$ cat src/rtl/alu_pkg.sv
// Shared definitions for the 4-bit ALU and its operand sequencer:
// default widths, opcode encodings and the sequencer state type.
package alu_pkg;

  localparam int ALU_DATA_W = 4;
  localparam int ALU_OP_W   = 3;
  localparam int SEQ_CNT_W  = 8;

  localparam logic [ALU_OP_W-1:0] OP_ADD = 3'd0;
  localparam logic [ALU_OP_W-1:0] OP_SUB = 3'd1;
  localparam logic [ALU_OP_W-1:0] OP_AND = 3'd2;
  localparam logic [ALU_OP_W-1:0] OP_OR  = 3'd3;
  localparam logic [ALU_OP_W-1:0] OP_XOR = 3'd4;
  localparam logic [ALU_OP_W-1:0] OP_EQ  = 3'd5;
  localparam logic [ALU_OP_W-1:0] OP_SHL = 3'd6;
  localparam logic [ALU_OP_W-1:0] OP_SHR = 3'd7;

  typedef enum logic [2:0] {
    S_OP   = 3'd0,
    S_A    = 3'd1,
    S_B    = 3'd2,
    S_EXEC = 3'd3,
    S_OUT  = 3'd4
  } seq_state_t;

endpackage

$ cat src/rtl/alu_operand_seq.sv
// Operand sequencer: collects opcode, A, B from a serial stream, drives the
// sibling ALU from registers, captures its result and offers it downstream.
module alu_operand_seq
  import alu_pkg::*;
#(
  parameter int DATA_W = ALU_DATA_W,
  parameter int OP_W   = ALU_OP_W,
  parameter int CNT_W  = SEQ_CNT_W
) (
  input  logic              clk,
  input  logic              rst,
  input  logic              abort,
  input  logic [DATA_W-1:0] in_data,
  input  logic              in_valid,
  output logic              in_ready,
  output logic [DATA_W-1:0] alu_a,
  output logic [DATA_W-1:0] alu_b,
  output logic [OP_W-1:0]   alu_sel,
  input  logic [DATA_W-1:0] alu_r,
  input  logic              alu_flag,
  output logic [DATA_W-1:0] res_data,
  output logic              res_flag,
  output logic              res_valid,
  input  logic              res_ready,
  output logic              busy,
  output logic [CNT_W-1:0]  op_count
);

  seq_state_t state, state_nxt;
  logic       beat;
  logic       consume;
  logic       unused_in_hi;

  // The opcode word only carries OP_W meaningful bits.
  assign unused_in_hi = ^in_data[DATA_W-1:OP_W];

  assign in_ready = (state == S_OP) || (state == S_A) || (state == S_B);
  assign beat     = in_valid & in_ready;
  assign consume  = res_valid & res_ready;
  assign busy     = (state != S_OP);

  // NOTE: every variable gets a default before the case so no latch is inferred.
  always_comb begin
    state_nxt = state;
    case (state)
      S_OP:    if (beat) state_nxt = S_A;
      S_A:     if (beat) state_nxt = S_B;
      S_B:     if (beat) state_nxt = S_EXEC;
      S_EXEC:  state_nxt = S_OUT;
      S_OUT:   if (consume) state_nxt = S_OP;
      default: state_nxt = S_OP;
    endcase
    if (abort) state_nxt = S_OP;
  end

  // NOTE: non-blocking assignments keep every register sampling pre-edge values.
  always_ff @(posedge clk) begin
    if (rst) begin
      state     <= S_OP;
      alu_a     <= '0;
      alu_b     <= '0;
      alu_sel   <= '0;
      res_data  <= '0;
      res_flag  <= 1'b0;
      res_valid <= 1'b0;
      op_count  <= '0;
    end else begin
      state <= state_nxt;
      if (abort) begin
        // Flush discards any same-cycle beat or consume; operands stay put.
        res_valid <= 1'b0;
      end else begin
        case (state)
          S_OP:   if (beat) alu_sel <= in_data[OP_W-1:0];
          S_A:    if (beat) alu_a <= in_data;
          S_B:    if (beat) alu_b <= in_data;
          S_EXEC: begin
            res_data  <= alu_r;
            res_flag  <= alu_flag;
            res_valid <= 1'b1;
          end
          S_OUT: if (consume) begin
            res_valid <= 1'b0;
            op_count  <= op_count + CNT_W'(1);
          end
          default: ;
        endcase
      end
    end
  end

endmodule
$ cat config.mk
export PLATFORM = sky130hd
export DESIGN_NAME = alu_operand_seq
export DESIGN_NICKNAME = d
export VERILOG_FILES = /design/src/rtl/alu_pkg.sv /design/src/rtl/alu_operand_seq.sv
export SDC_FILE = /design/constraint.sdc
export NUM_CORES = 1
export LEC_CHECK = 0
export ABC_AREA = 1
export CORE_MARGIN = 1
export CORE_UTILIZATION = 35
export CTS_BUF_LIST = sky130_fd_sc_hd__clkbuf_4 sky130_fd_sc_hd__clkbuf_8 sky130_fd_sc_hd__clkbuf_16
export DETAILED_ROUTE_END_ITERATION = 8
export PLACE_DENSITY_LB_ADDON = 0.15
export SLEW_MARGIN = 10
export SYNTH_ARGS = -nofsm -noshare
export SYNTH_HDL_FRONTEND = slang
export SYNTH_SLANG_ARGS = --single-unit
$ cat constraint.sdc
create_clock -name clk -period 1.45 [get_ports clk]
set_clock_uncertainty 0.05 [all_clocks]
set_input_delay 0.435 -clock clk [delete_from_list [all_inputs] [get_ports clk]]
set_output_delay 0.435 -clock clk [all_outputs]
set_load 0.1 [all_outputs]
**After elaboration in Yosys (flattened, before gate mapping)**

Index checks and enable logic that the tools add are counted.

- Bitwise gates (word level): 3
- Reductions and logical operators: 13
- Multiplexer cells: 7
- Equal/unequal tests: 8
- $add $sub $neg: 1

Operators with widths:

| cell | count |
|---|---|
| one-hot mux 3 bit (5 select lines) | 1 |
| 2-to-1 mux 3 bit | 4 |
| AND reduction 3 bit | 4 |
| adder 8 x 1 -> 8 bit (second input constant) | 1 |
| inequality test 2 bit (second input constant) | 4 |
| equality test 3 x 2 -> 1 bit (second input constant) | 2 |
| AND reduction 2 bit | 2 |
| AND reduction 4 bit | 1 |
| equality test 3 x 1 -> 1 bit (second input constant) | 1 |
| equality test 3 bit (second input constant) | 1 |
| zero test 3 bit | 1 |
| nonzero test 3 bit | 1 |
| AND 1 bit | 2 |
| logical OR 1 bit | 2 |
| one-hot mux 1 bit (2 select lines) | 1 |
| nonzero test 2 bit | 1 |
| OR reduction 2 bit | 1 |
| 2-to-1 mux 1 bit | 1 |
| NOT 1 bit | 1 |

- Flip-flop bits (word level): 28
- Output and inout bits: 27
- Logic and storage cells: 40

**Longest topological paths before layout**

- Depth after elaboration: 6
- Gate-level depth with buffers: 7
- Mapped depth without buffers: 7

**Worst setup path after synthesis**

No wires, ideal clock.

- Kind: flip-flop to flip-flop
- From: reg state[1]
- To: reg state[0]
- Setup time: 0.070 ns
- Stages on the path, launching flop included: 6
- Path slack: -1.032 ns
- Required time: 1.330 ns
- Period minus slack after synthesis: 2.482 ns
- Data arrival time: 2.362 ns
- Cells stage by stage: dfxtp_1 a21oi_1 nand2_1 nand3_1 nand2_1 a21oi_1

- Cells in the longest elaborated chain, start to end: 6
- Elaborated cells between the ends (all ways): 14

RTL lines:

| item | RTL line | source |
|---|---|---|
| from (decl) | alu_operand_seq.sv:29 | `seq_state_t state, state_nxt;` |
| from (signal assigned) | alu_operand_seq.sv:68 | `state <= state_nxt;` |
| equality test 3 x 1 -> 1 bit / zero test 3 bit (equally long branches) | alu_operand_seq.sv:37 | `assign in_ready = (state == S_OP) \|\| (state == S_A) \|\| (state == S_B);` |
| logical OR 1 bit | alu_operand_seq.sv:37 |  |
| logical OR 1 bit * | alu_operand_seq.sv:37 |  |
| via in_ready | alu_operand_seq.sv:15 | `output logic in_ready,` |
| AND 1 bit * | alu_operand_seq.sv:38 | `assign beat = in_valid & in_ready;` |
| inequality test 2 bit (no line) | n/a |  |
| AND reduction 4 bit (no line) * | n/a |  |

Mark *: on every way through the listed nets, which the timed path passes. The rest lies on a longest branch.
A chain may end at the register's enable or synchronous reset.

**Final worst setup path**

- From: reg state[0]
- To: out in_ready

- Cells in the longest elaborated chain, start to end: 3
- Elaborated cells between the ends (all ways): 5

RTL lines:

| item | RTL line |
|---|---|
| equality test 3 x 1 -> 1 bit / zero test 3 bit (equally long branches) | alu_operand_seq.sv:37 |
| logical OR 1 bit | alu_operand_seq.sv:37 |
| logical OR 1 bit * | alu_operand_seq.sv:37 |
| to (decl) | alu_operand_seq.sv:15 |

Every way passes the cells marked *; elsewhere a longest branch is shown, timed or not.

==> results.json <==
{
  "ant_nets": 0,
  "place_area_um2": 2000,
  "dpl.cell_count": 257,
  "syn_inst": 168,
  "worstRegToRegCells": 8,
  "io_buffer_count": 40,
  "clock_sinks": 28,
  "top_level_ports": 41,
  "hold_depth": 1,
  "vias": 1249,
  "grt_max_degree": 20,
  "netSwitchingFraction_pct": 27.1,
  "hpwl_um": 2210,
  "die_area_um2": 3680,
  "routed_wl_um": 3010,
  "tightest_slew_ps": 276,
  "antenna_cells": 0,
  "fmax_mhz": 637,
  "outcome": "finished, violations left",
  "endpoint_kind": "primary output",
  "setup_viol": 2,
  "fill_cells": 265,
  "die_h_um": 60.7,
  "synth_top_area_cell": "dfxtp_1",
  "antenna_found_initial": 0,
  "p_sw_w": 0.000376,
  "syn-num-nets": 183,
  "synth.area.top_cells": "dfxtp_1, nor2_1, nand2_1, o21ai_0, inv_1",
  "drt_iter0_drc": 65,
  "crit_type": "flop to primary output",
  "numCtsBuffers": 3,
  "clk_pin_slew_worst_paths_ps": 140,
  "dr.pass1.iters": 4,
  "coreArea_um2": 3150,
  "min_period_ps": 1570,
  "layout_setup_ws_ps": -121,
  "synth.most_common_cell": "nor2_1",
  "cts_tree": "yes",
  "fin_crit_sh_pct": 108,
  "fin_hold_ws_ps": 449,
  "ys.flop_type": "dfxtp_1",
  "clk_latency_ps": 320,
  "ys_ff_latch": 28,
  "worstPathMaxFanout": 3,
  "slew_headroom_pct": 81.5,
  "start_util_pct": 38.2,
  "drv_cap": 0,
  "vias_per_cell": 4.70,
  "drc_errors": 0,
  "r2r_setup_slack_ps": 20,
  "ys_seq_area_share_pct": 46.5,
  "rsz0062_at_grt": "true",
  "instances_no_fill": 266,
  "finalMaxSlewViolations": 0,
  "num_rows": 20,
  "internal_power_w": 0.00101,
  "design_area_um2": 2130,
  "synthArstFlopShare_pct": 0,
  "crit_required_ps": 970,
  "synth_cell_types": 21,
  "power_density_nw_per_um2": 652,
  "ir_drop_uv": 418,
  "power_frac_seq_pct": 56.0,
  "setup_tns_ps": -234,
  "overflow": 0,
  "hold_path_class": "flop to flop",
  "p_clk_share_pct": 27.0,
  "clk_path_buf_depth": 2,
  "routabilityCongestion": 0.802,
  "synth_common_cells": "nor2_1, dfxtp_1, nand2_1",
  "p_leak_nw": 0.846,
  "area_growth_syn_to_layout_pct": 77.1,
  "drive_gt1_share_pct": 33.8,
  "synth.avg_cell_area_um2": 7.17,
  "violations": "setup timing",
  "syn_area_um2": 1200,
  "post_drt_wl_per_cell_um": 11.3,
  "grt_pass1_wl_um": 5010,
  "htreeDepth": 1,
  "cts.hold.buffers_added": 0,
  "nNetsFinal": 238,
  "hold_viol": 0,
  "cts_root_buf": "clkbuf_4",
  "place_ws_ps": -353,
  "yosys_warnings": 0,
  "grt_pass1_vias": 1174,
  "crit_arrival_ps": 1090,
  "die_w_um": 60.7,
  "p_comb_share_pct": 17.0,
  "synth_edf_count": 0,
  "multi_input_area_um2": 599,
  "seqCellArea_um2": 608,
  "grt_use_total_pct": 17.9,
  "netlist.area_leader.share_pct": 46.5,
  "startpoint_type": "flop"
}
-- stage by stage --
stage / total power [W] / util [%]
2_1_floorplan: 0.000925 / -
3_3_place_gp: 0.00103 / 63.6
3_5_place_dp: 0.00104 / 63.6
4_1_cts: 0.00141 / 65.7
5_1_grt: 0.00145 / 67.7
6_report: 0.00139 / 67.7
-- placed cells by master (no fill, tap or decap), types with 2 or more instances in the layout --
| cell type | n |
|---|---|
| clkdlybuf4s50_1 | 13 |
| buf_12 | 27 |
| nor3_1 | 2 |
| nor2_1 | 40 |
| xor2_1 | 2 |
| nand4_1 | 2 |
| nor2_4 | 3 |
| dfxtp_4 | 10 |
| inv_1 | 16 |
| nand2_1 | 25 |
| dfxtp_1 | 10 |
| buf_4 | 11 |
| o21ai_0 | 19 |
| nand3_1 | 9 |
| clkbuf_4 | 3 |
| nand3_2 | 2 |
| dfxtp_2 | 8 |
| a21oi_1 | 7 |
-- path summary, 6_finish.rpt --
| path | start | end |
|---|---|---|
| min | op_count[0]$_SDFFE_PP0P_ | op_count[0]$_SDFFE_PP0P_ |
| min reg2reg | op_count[0]$_SDFFE_PP0P_ | op_count[0]$_SDFFE_PP0P_ |
| max reg2reg | state[0]$_SDFFE_PP0P_ | op_count[5]$_SDFFE_PP0P_ |
| max | state[0]$_SDFFE_PP0P_ | in_ready |
-- cell type report --
cell class	count	share of cell area [%]
repair buffers	51	35.3
inverters	20	3.81
clock buffers	4	1.70
multi-input cells	119	28.1
flip-flops and latches	28	28.5
well taps	44	2.58
-- repair_timing --
item	in CTS	in global routing
setup buffers	1	3
resized for setup	10	14
cloned	0	1
pin swaps	0	1
endpoints found under the setup margin	3	31
-- sequential cells by signal, summed over array words and instances, names as in the netlist --
register / count
alu_b: 4
res_flag: 1
state: 3
res_data: 4
res_valid: 1
alu_a: 4
alu_sel: 3
op_count: 8
-- cell families after synthesis --
family | share of synthesized area [%]
buf+inv | 7.48
compound gates | 12.7
xor+xnor | 1.45
simple gates | 30.8
flops | 46.5
fa+ha+maj | 1.04
-- per-layer routing --
| metal | up-vias | track usage, % | part of all wire (%) |
|---|---|---|---|
| li1 | 642 | - | - |
| met1 | 571 | 22.8 | 43 |
| met2 | 32 | 30.5 | 51 |
| met3 | 4 | 4.48 | 4.3 |
| met4 | 0 | 4.22 | 1.3 |
| met5 | - | 0 | 0 |
-- worst max-delay path, cell delays in order (launching register included) --
cell     delay, ps
dfxtp_4        390
a21oi_4        180
buf_12         190
-- power groups by stage --
stage	logic [W]	clock network, W	registers, W
floorplan	0.0000558	0	0.000870
global placement	0.000228	0	0.000806
detailed placement	0.000230	0	0.000806
CTS	0.000235	0.000392	0.000786
global route	0.000249	0.000417	0.000781
finish	0.000237	0.000375	0.000779
Note: power is estimated with default switching activity, not from simulation.
